## src/rtl/espic_irq_dispatch.sv

```systemverilog
// Per-node interrupt dispatcher for the ESPIC generator outputs.
// The three ESPIC sources are synchronized and edge-detected, then latched
// as sticky pending bits. The highest-priority pending bit is presented to
// the node CPU through a req/ack/eoi handshake. An ack timeout abandons the
// request and raises a sticky error flag.
module espic_irq_dispatch #(
  parameter int unsigned NODE_ID     = 0,
  parameter int unsigned ACK_TIMEOUT = 1000
) (
  input  logic       CLK,
  input  logic       RST,
  input  logic       irq0_in,
  input  logic [1:0] irq1_mutex_in,
  input  logic       irq2_in,
  input  logic       irq_ack,
  input  logic       irq_eoi,
  output logic       irq_req,
  output logic [1:0] irq_vec,
  output logic [2:0] pending,
  output logic [2:0] in_service,
  output logic       overflow,
  output logic       timeout_err
);

  typedef enum logic [1:0] {
    ST_IDLE,
    ST_REQ,
    ST_SERVICE
  } state_t;

  localparam logic [15:0] TIMEOUT_LIMIT = 16'(ACK_TIMEOUT);

  state_t      state;
  state_t      state_n;

  logic [2:0]  raw_in;
  logic [2:0]  sync1;
  logic [2:0]  sync2;
  logic [2:0]  sync3;
  logic [2:0]  edge_det;

  logic [15:0] wait_cnt;
  logic [15:0] wait_cnt_n;
  logic [15:0] wait_inc;
  logic [2:0]  vec_onehot;
  logic [2:0]  clr;
  logic [2:0]  pending_n;
  logic [2:0]  in_service_n;
  logic [1:0]  vec_n;
  logic        overflow_n;
  logic        timeout_err_n;

  // Only this node's mutex bit is selected; masking keeps both input bits in use.
  assign raw_in   = {irq2_in, |(irq1_mutex_in & (2'b01 << NODE_ID)), irq0_in};
  assign edge_det = sync2 & ~sync3;
  assign irq_req  = (state == ST_REQ);

  // Two-flop synchronizer plus history flop for rising-edge detection.
  always_ff @(posedge CLK or posedge RST) begin
    if (RST) begin
      sync1 <= '0;
      sync2 <= '0;
      sync3 <= '0;
    end else begin
      sync1 <= raw_in;
      sync2 <= sync1;
      sync3 <= sync2;
    end
  end

  // FSM state register.
  always_ff @(posedge CLK or posedge RST) begin
    if (RST) begin
      state <= ST_IDLE;
    end else begin
      state <= state_n;
    end
  end

  // Next-state, pending update and handshake bookkeeping.
  always_comb begin
    state_n       = state;
    vec_n         = irq_vec;
    wait_cnt_n    = wait_cnt;
    in_service_n  = in_service;
    timeout_err_n = timeout_err;
    wait_inc      = wait_cnt + 16'd1;
    vec_onehot    = 3'b001 << irq_vec;
    clr           = '0;

    if (state == ST_REQ && irq_ack) begin
      clr = vec_onehot;
    end

    // A new edge wins over a same-cycle clear and is then not an overflow.
    pending_n  = (pending & ~clr) | edge_det;
    overflow_n = |(edge_det & pending & ~clr);

    case (state)
      ST_IDLE: begin
        if (|pending) begin
          state_n    = ST_REQ;
          wait_cnt_n = '0;
          if (pending[0]) begin
            vec_n = 2'd0;
          end else if (pending[1]) begin
            vec_n = 2'd1;
          end else begin
            vec_n = 2'd2;
          end
        end
      end
      ST_REQ: begin
        if (irq_ack) begin
          in_service_n = vec_onehot;
          state_n      = ST_SERVICE;
        end else begin
          wait_cnt_n = wait_inc;
          if (wait_inc == TIMEOUT_LIMIT) begin
            timeout_err_n = 1'b1;
            state_n       = ST_IDLE;
          end
        end
      end
      ST_SERVICE: begin
        if (irq_eoi) begin
          in_service_n = '0;
          state_n      = ST_IDLE;
        end
      end
      default: begin
        state_n = ST_IDLE;
      end
    endcase
  end

  // Datapath registers driven by the next-state logic.
  always_ff @(posedge CLK or posedge RST) begin
    if (RST) begin
      irq_vec     <= '0;
      wait_cnt    <= '0;
      pending     <= '0;
      in_service  <= '0;
      overflow    <= 1'b0;
      timeout_err <= 1'b0;
    end else begin
      irq_vec     <= vec_n;
      wait_cnt    <= wait_cnt_n;
      pending     <= pending_n;
      in_service  <= in_service_n;
      overflow    <= overflow_n;
      timeout_err <= timeout_err_n;
    end
  end

endmodule

```

## config.mk

```make
export PLATFORM = sky130hd
export DESIGN_NAME = espic_irq_dispatch
export DESIGN_NICKNAME = d
export VERILOG_FILES = /design/src/rtl/espic_irq_dispatch.sv
export SDC_FILE = /design/constraint.sdc
export NUM_CORES = 1
export LEC_CHECK = 0
export ABC_AREA = 1
export CORE_ASPECT_RATIO = 1.1
export CORE_UTILIZATION = 50
export CTS_CLUSTER_SIZE = 30
export DETAILED_ROUTE_END_ITERATION = 16
export DONT_BUFFER_PORTS = 1
export PLACE_DENSITY = 0.68
export RECOVER_POWER = 50
export SYNTH_ARGS = -nofsm -noshare
export SYNTH_HDL_FRONTEND = slang
export SYNTH_SLANG_ARGS = --single-unit
```

## constraint.sdc

```tcl
create_clock -name CLK -period 1.6 [get_ports CLK]
set_input_delay 0.24 -clock CLK [delete_from_list [all_inputs] [get_ports CLK]]
set_output_delay 0.24 -clock CLK [all_outputs]
set_load 0.01 [all_outputs]
```

==> flow_metrics.py, run 1 <==
metrics = {
    "setup_path": {
        "worst_setup_path_start_kind": "flip-flop",
        "worstPathArrival_ns": 1.87,
        "crit_type": "flip-flop to flip-flop",
        "crit_top_cell": "nand2_1",
        "crit_required_ns": 1.85,
        "rrSetupSlack_ns": -0.01,
        "crit_chain": "buf_4, nand3_1, nor2_2, nand2_1, nand2_1, nand2_1, nor2_1, nand2_1, nor2_2, nand2_1, nand2_1, nand2_1",
        "cp_max_fo": 3,
        "critPathSlowestCell": "dfrtp_1",
        "max_stage_delay_ns": 0.41,
        "endpoint_kind": "flip-flop",
    },
    "timing": {
        "setup-violations-final": 1,
        "setup_ws_ns": -0.01286,
        "slew_headroom_pct": 40.83,
        "hold_viol": 0,
        "timing.fmax_mhz": 620.0,
        "worst_pin_slew_ns": 0.8876,
        "finalClockSkew_ns": 0.01199,
        "grt_setup_unrepaired": "true",
        "slew_violations": 0,
        "fin_crit_ns": 1.613,
        "tns_ns": -0.01286,
        "fin_crit_sh_pct": 100.8,
        "holdWs_ns": 0.1106,
    },
    "routing": {
        "drt-pass1-iter-count": 5,
        "ant_nets": 0,
        "drt_iter0_drc": 102,
        "post-route-drc-count": 0,
        "avgRoutedWirePerCell_um": 11.88,
        "routed_wl_mm": 3.576,
        "vias_per_cell": 5.010,
        "vias": 1508,
    },
    "cts": {
        "clkSlewWorstSetupHoldPaths_ns": 0.11,
        "cts.sinks": 37,
        "cts-htree-levels": 2,
        "insertion_delay_ns": 0.35,
        "cts_tree": "done",
        "cts_root_buffer": "clkbuf_4",
        "clk_path_buf_depth": 2,
        "numCtsBuffers": 5,
    },
    "run": {
        "drv_cap": 0,
    },
    "placed_design": {
        "dp_cells": 285,
        "dp_hpwl_mm": 2.562,
        "placed_area_sq_um": 1952,
        "dp_slack_ns": -0.04962,
        "port_buffers": 0,
        "gp_congestion": 0.7610,
    },
    "floorplan": {
        "num_rows": 22,
        "chipHeight_um": 65.27,
        "core_sq_um": 3413,
        "die_w_um": 59.51,
        "ios": 19,
        "die-area_sq_um": 3884,
        "initial_core_util_pct": 53.30,
    },
    "layout": {
        "syn_to_final_growth_pct": 17.47,
        "regArea_sq_um": 925.9,
        "fin_nets": 262,
        "drive_gt1_share_pct": 15.02,
        "finalNonFillerCells": 301,
        "fin_area_sq_um": 2137,
        "multi_input_area_sq_um": 769.5,
        "n_antenna_cell": 0,
        "fill_cells": 316,
    },
    "synth": {
        "synth_cell_types": 18,
        "synth_area_sq_um": 1819,
        "synth-seq-cells": 37,
        "seq_area_frac_synth_pct": 50.89,
        "yosysWarnings": 0,
        "synth_top_area_cell": "dfrtp_1",
        "syn_nets": 238,
        "postSynthCellCount": 228,
        "synthTopCellsByArea": "dfrtp_1, nand2_1, inv_1",
        "syn_avg_cell_area_sq_um": 7.979,
        "synth_top_area_share_pct": 50.89,
    },
    "global_route": {
        "grt_pass1_wl_mm": 6.368,
        "antenna_found_initial": 0,
        "grt_pass1_vias": 1434,
        "grt_overflow": 0,
        "grtUsageTotal_pct": 22.26,
        "grt_max_degree": 38,
    },
    "power_and_ir_drop": {
        "power.density_nw_per_um2": 1226,
        "p_leak_uw": 0.0009891,
        "ir_worst_vdd_uv": 986.1,
    },
    "run_status": {
        "violations": "setup timing",
        "outcome": "complete, but fails checks",
    },
    "hold_path": {
        "hp-class": "primary input to flip-flop",
    },
}
[worst paths after layout]
path / from / end / cells past startpoint
min in group asynchronous: RST / wait_cnt[8] / 3
max reg2reg: wait_cnt[0] / state[0] / 12
max in group asynchronous: RST / pending[1] / 3
min: irq_ack / state[1] / 2
min reg2reg: sync1[2] / sync2[2] / 0
max: wait_cnt[0] / state[0] / 12
[stage by stage]
step | total power [uW] | util, %
2_1_floorplan | 1664 | -
3_3_place_gp | 1922 | 57.18
3_5_place_dp | 1940 | 57.18
4_1_cts | 2632 | 61.62
5_1_grt | 2793 | 62.61
6_report | 2621 | 62.61
[power breakdown]
group,switching (uW),leakage (uW),internal (uW),total (uW)
sequential,158,0.000467,1070,1230
clock,298,0.0000455,373,670
combinational,428,0.000477,294,723
[cells in the mapped netlist]
| master | number |
|---|---|
| ha_1 | 2 |
| o21ai_0 | 15 |
| nor2_2 | 4 |
| inv_2 | 1 |
| nand4_1 | 6 |
| inv_1 | 35 |
| dfrtp_1 | 37 |
| nand3_2 | 1 |
| nand2_2 | 2 |
| o22ai_1 | 7 |
| o21ai_2 | 1 |
| nand2_1 | 73 |
| nor2_1 | 15 |
| buf_6 | 2 |
| nor2_4 | 4 |
| nor3_1 | 1 |
| xor2_1 | 2 |
| nand3_1 | 20 |
[cells in the final DEF, fill, tap and decap left out]
cell,synthesis,final
clkbuf_4,0,5
nand2_2,2,4
ha_4,0,1
nor2_4,4,4
buf_6,2,1
clkbuf_2,0,1
nand4_1,6,6
nand3_1,20,20
buf_4,0,10
inv_2,1,1
o22ai_1,7,7
dfrtp_1,37,37
xor2_1,2,2
o21ai_0,15,15
o21ai_2,1,1
inv_1,35,35
bufinv_16,0,1
clkbuf_1,0,1
buf_12,0,1
ha_1,2,1
nor2_2,4,6
nor2_1,15,14
nand2_1,73,71
nand3_4,0,1
clkbuf_8,0,1
nor3_1,1,1
dlygate4sd3_1,0,5
[cell type report]
cell class,count,area share (%)
Sequential cell,37,43.33
Multi-Input combinational cell,154,36.01
Timing Repair Buffer,18,7.553
Inverter,36,6.323
Tap cell,48,2.810
Clock buffer,7,2.576
Clock inverter,1,1.405
[worst max-delay path: cells and delay by family, from the launching register on]
family | cells | cell delay (ns)
simple gates | 11 | 0.97
flops | 1 | 0.41
buf+inv | 1 | 0.14
[what timing repair did]
item	in CTS	in global routing
hold buffers	5	0
gates cloned	1	0
resized for setup	2	5
setup buffers	0	2
pin swaps	2	3
setup endpoints to repair	2	2
endpoints found under the hold margin	41	0
[sequential cells by signal (all words and copies together), names as in the netlist]
name,flops
overflow,1
timeout_err,1
sync1,3
state,2
pending,3
sync3,3
in_service,3
wait_cnt,16
irq_vec,2
sync2,3
[logic make-up after synthesis]
logic type,synth area share [%]
buffers and inverters,8.666
AOI/OAI and AO/OA,7.015
DFF,50.89
and+or+nand+nor,31.09
adders and majority gates,1.375
xor gates and xnor gates,0.9630
[metal layers]
layer	share of wire [%]	vias up	track usage [%]
li1	-	771	-
met1	48	710	29.60
met2	47	22	34.97
met3	3.6	5	5.906
met4	1.5	0	7.849
met5	0	-	0
Power figures use the tool's default switching activity.
==> run 2: changes to the inputs <==
--- a/config.mk
+++ b/config.mk
@@ -11,7 +11,8 @@
 export CTS_CLUSTER_SIZE = 30
 export DETAILED_ROUTE_END_ITERATION = 16
 export DONT_BUFFER_PORTS = 1
-export PLACE_DENSITY = 0.68
+export GPL_ROUTABILITY_DRIVEN = 1
+export PLACE_DENSITY = 0.65
 export RECOVER_POWER = 50
 export SYNTH_ARGS = -nofsm -noshare
 export SYNTH_HDL_FRONTEND = slang
==> constraint.sdc (replaced) <==
create_clock -name CLK -period 1.71 [get_ports CLK]
set_input_delay 0.2565 -clock CLK [delete_from_list [all_inputs] [get_ports CLK]]
set_output_delay 0.2565 -clock CLK [all_outputs]
set_load 0.01 [all_outputs]
==> run 2 against run 1 <==
  * Global-route usage increased by 0.87 points
  * Worst setup slack better by 0.0065 ns
  * Combinational power fell by 16%
  * Clock skew grew 0.0067 ns
  * Highest routed layer unchanged
  * Clock power rose by 15%
  * First-iteration DRC count shrank 7.8%
  * Sequential power shrank 6%
  * Routed wire length grew 7.3%
  * Register-to-register slack about the same
  * Sequential share of layout area increased by 0.29 points
  * Sequential cell count is the same
  * Fmax is 6.0% lower
  * Critical endpoint unchanged
  * The run still ends with setup timing left
==> flow_metrics.py, run 2 (synthesis gave the netlist of run 1 again) <==
metrics = {
    "placed_design": {
        "dp_slack_ns": 0.01781,
        "dp_cells": 281,
        "gp_congestion": 0.8856,
        "dp_hpwl_mm": 2.752,
        "port_buffers": 0,
    },
    "global_route": {
        "grt_pass1_wl_mm": 6.561,
        "antenna_found_initial": 0,
        "grt_max_degree": 17,
        "grt_pass1_vias": 1520,
        "grt_overflow": 0,
        "grtUsageTotal_pct": 23.13,
    },
    "timing": {
        "grt_setup_unrepaired": "true",
        "worst_pin_slew_ns": 0.6928,
        "finalClockSkew_ns": 0.01865,
        "slew_violations": 0,
        "slew_headroom_pct": 53.81,
        "setup_ws_ns": -0.006405,
        "fin_crit_ns": 1.716,
        "setup-violations-final": 1,
        "fin_crit_sh_pct": 100.4,
        "timing.fmax_mhz": 582.6,
        "hold_viol": 0,
    },
    "cts": {
        "cts_tree": "done",
        "cts-htree-levels": 2,
        "clk_path_buf_depth": 2,
        "insertion_delay_ns": 0.36,
        "cts.sinks": 37,
        "clkSlewWorstSetupHoldPaths_ns": 0.12,
        "numCtsBuffers": 5,
        "cts_root_buffer": "clkbuf_4",
    },
    "setup_path": {
        "worst_setup_path_start_kind": "flip-flop",
        "ff2ff_path_depth": 11,
        "critPathSlowestCell": "dfrtp_1",
        "crit_type": "flip-flop to flip-flop",
        "cp_max_fo": 4,
        "rrSetupSlack_ns": -0.006,
        "max_stage_delay_ns": 0.40,
        "crit_end": "state[0]",
        "rr_endpoint": "state[0]",
        "worstPathArrival_ns": 1.98,
        "crit_top_cell": "nand2_1",
        "setup.worst_path.start": "wait_cnt[1]",
        "crit_required_ns": 1.98,
        "worst_r2r_startpoint": "wait_cnt[1]",
        "endpoint_kind": "flip-flop",
        "crit_chain": "buf_6, ha_4, nand3_4, buf_4, xor2_1, nor2_2, nand3_2, nor2_4, nand2_1, nand2_1, nand2_1",
    },
    "hold_path": {
        "hp-class": "primary input to flip-flop",
        "hp-start": "irq_ack",
    },
    "layout": {
        "finalNonFillerCells": 298,
        "largest_register": "wait_cnt",
        "n_antenna_cell": 0,
        "fin_nets": 259,
        "fill_cells": 313,
        "final_cell_mix": "nand2_1, dfrtp_1, inv_1",
        "layout_commonest_cell": "nand2_1",
        "largest_reg_flops": 16,
        "syn_to_final_growth_pct": 16.85,
        "drive_gt1_share_pct": 14.40,
    },
    "run": {
        "drv_cap": 0,
    },
    "routing": {
        "routed_wl_mm": 3.838,
        "vias_per_cell": 5.134,
        "post-route-drc-count": 0,
        "ant_nets": 0,
        "avgRoutedWirePerCell_um": 12.88,
        "drt_iter0_drc": 94,
        "drt-pass1-iter-count": 4,
        "vias": 1530,
    },
    "power_and_ir_drop": {
        "power.density_nw_per_um2": 1192,
        "ir_worst_vdd_uv": 1035,
        "p_leak_uw": 0.0009676,
    },
    "run_status": {
        "violations": "setup timing",
        "outcome": "complete, but fails checks",
    },
    "floorplan": {
        "num_rows": 22,
        "chipHeight_um": 65.27,
        "core_sq_um": 3413,
        "die_w_um": 59.51,
        "initial_core_util_pct": 53.30,
        "ios": 19,
        "die-area_sq_um": 3884,
    },
}
run 2: stage by stage:
stage | util, % | setup TNS [ns] | hold slack (ns) | total power, uW | instance area, sq um
floorplan | - | 0 | 0.2879 | 1557 | 1819
global placement | 55.94 | 0 | 0.1705 | 1713 | 1909
detailed placement | 55.94 | 0 | 0.1837 | 1742 | 1909
CTS | 60.52 | 0 | 0.009615 | 2514 | 2066
global route | 62.28 | -0.1969 | 0.1595 | 2686 | 2126
finish | 62.28 | -0.006405 | 0.1336 | 2535 | 2126
run 2: final cells by class:
class	instances	area (sq um)	area share (%)
clock buffer	5	37.54	1.766
clock inverter	3	65.06	3.061
inverter	36	135.1	6.357
multi-input combinational	154	774.5	36.43
sequential	37	927.1	43.61
tap	48	60.06	2.825
timing repair buffer	15	126.4	5.945
run 2: critical path, delay by kind of cell (launching register included):
| kind | cells | cell delay [ns] |
|---|---|---|
| XOR/XNOR | 1 | 0.16 |
| adder cells (fa/ha/maj) | 1 | 0.14 |
| flip-flops | 1 | 0.40 |
| buffers and inverters | 2 | 0.27 |
| AND/OR/NAND/NOR | 7 | 0.65 |
run 2: how the worst min path moves through the flow:
| stage | to | cells after the start | slack [ns] |
|---|---|---|---|
| after floorplan | sync1[0] | 0 | 0.29 |
| after global placement | wait_cnt[15] | 1 | 0.17 |
| after detailed placement | wait_cnt[15] | 1 | 0.18 |
| after CTS | state[1] | 1 | 0.01 |
| after global routing | state[1] | 2 | 0.16 |
| final | state[1] | 2 | 0.13 |
run 2: timing repair:
action                                 in CTS  in global routing
cloned                                      1                  0
pin swaps                                   1                 10
hold buffers                                4                  1
setup buffers                               0                  3
endpoints found under the hold margin      12                  1
gates resized for setup                     1                  9
setup endpoints to repair                   1                  2
run 2: power breakdown:
group | switching, uW | internal [uW] | total, uW
combinational | 396 | 212 | 608
clock | 315 | 453 | 768
sequential | 156 | 1000 | 1160
total | 868 | 1670 | 2530
run 2: layer usage:
metal	share of wire (%)	vias to the layer above	GRT usage, %
met3	5.8	10	6.496
met2	52	45	39.33
met1	40	718	26.68
met5	0	-	0
li1	-	757	-
met4	2.7	0	10.47
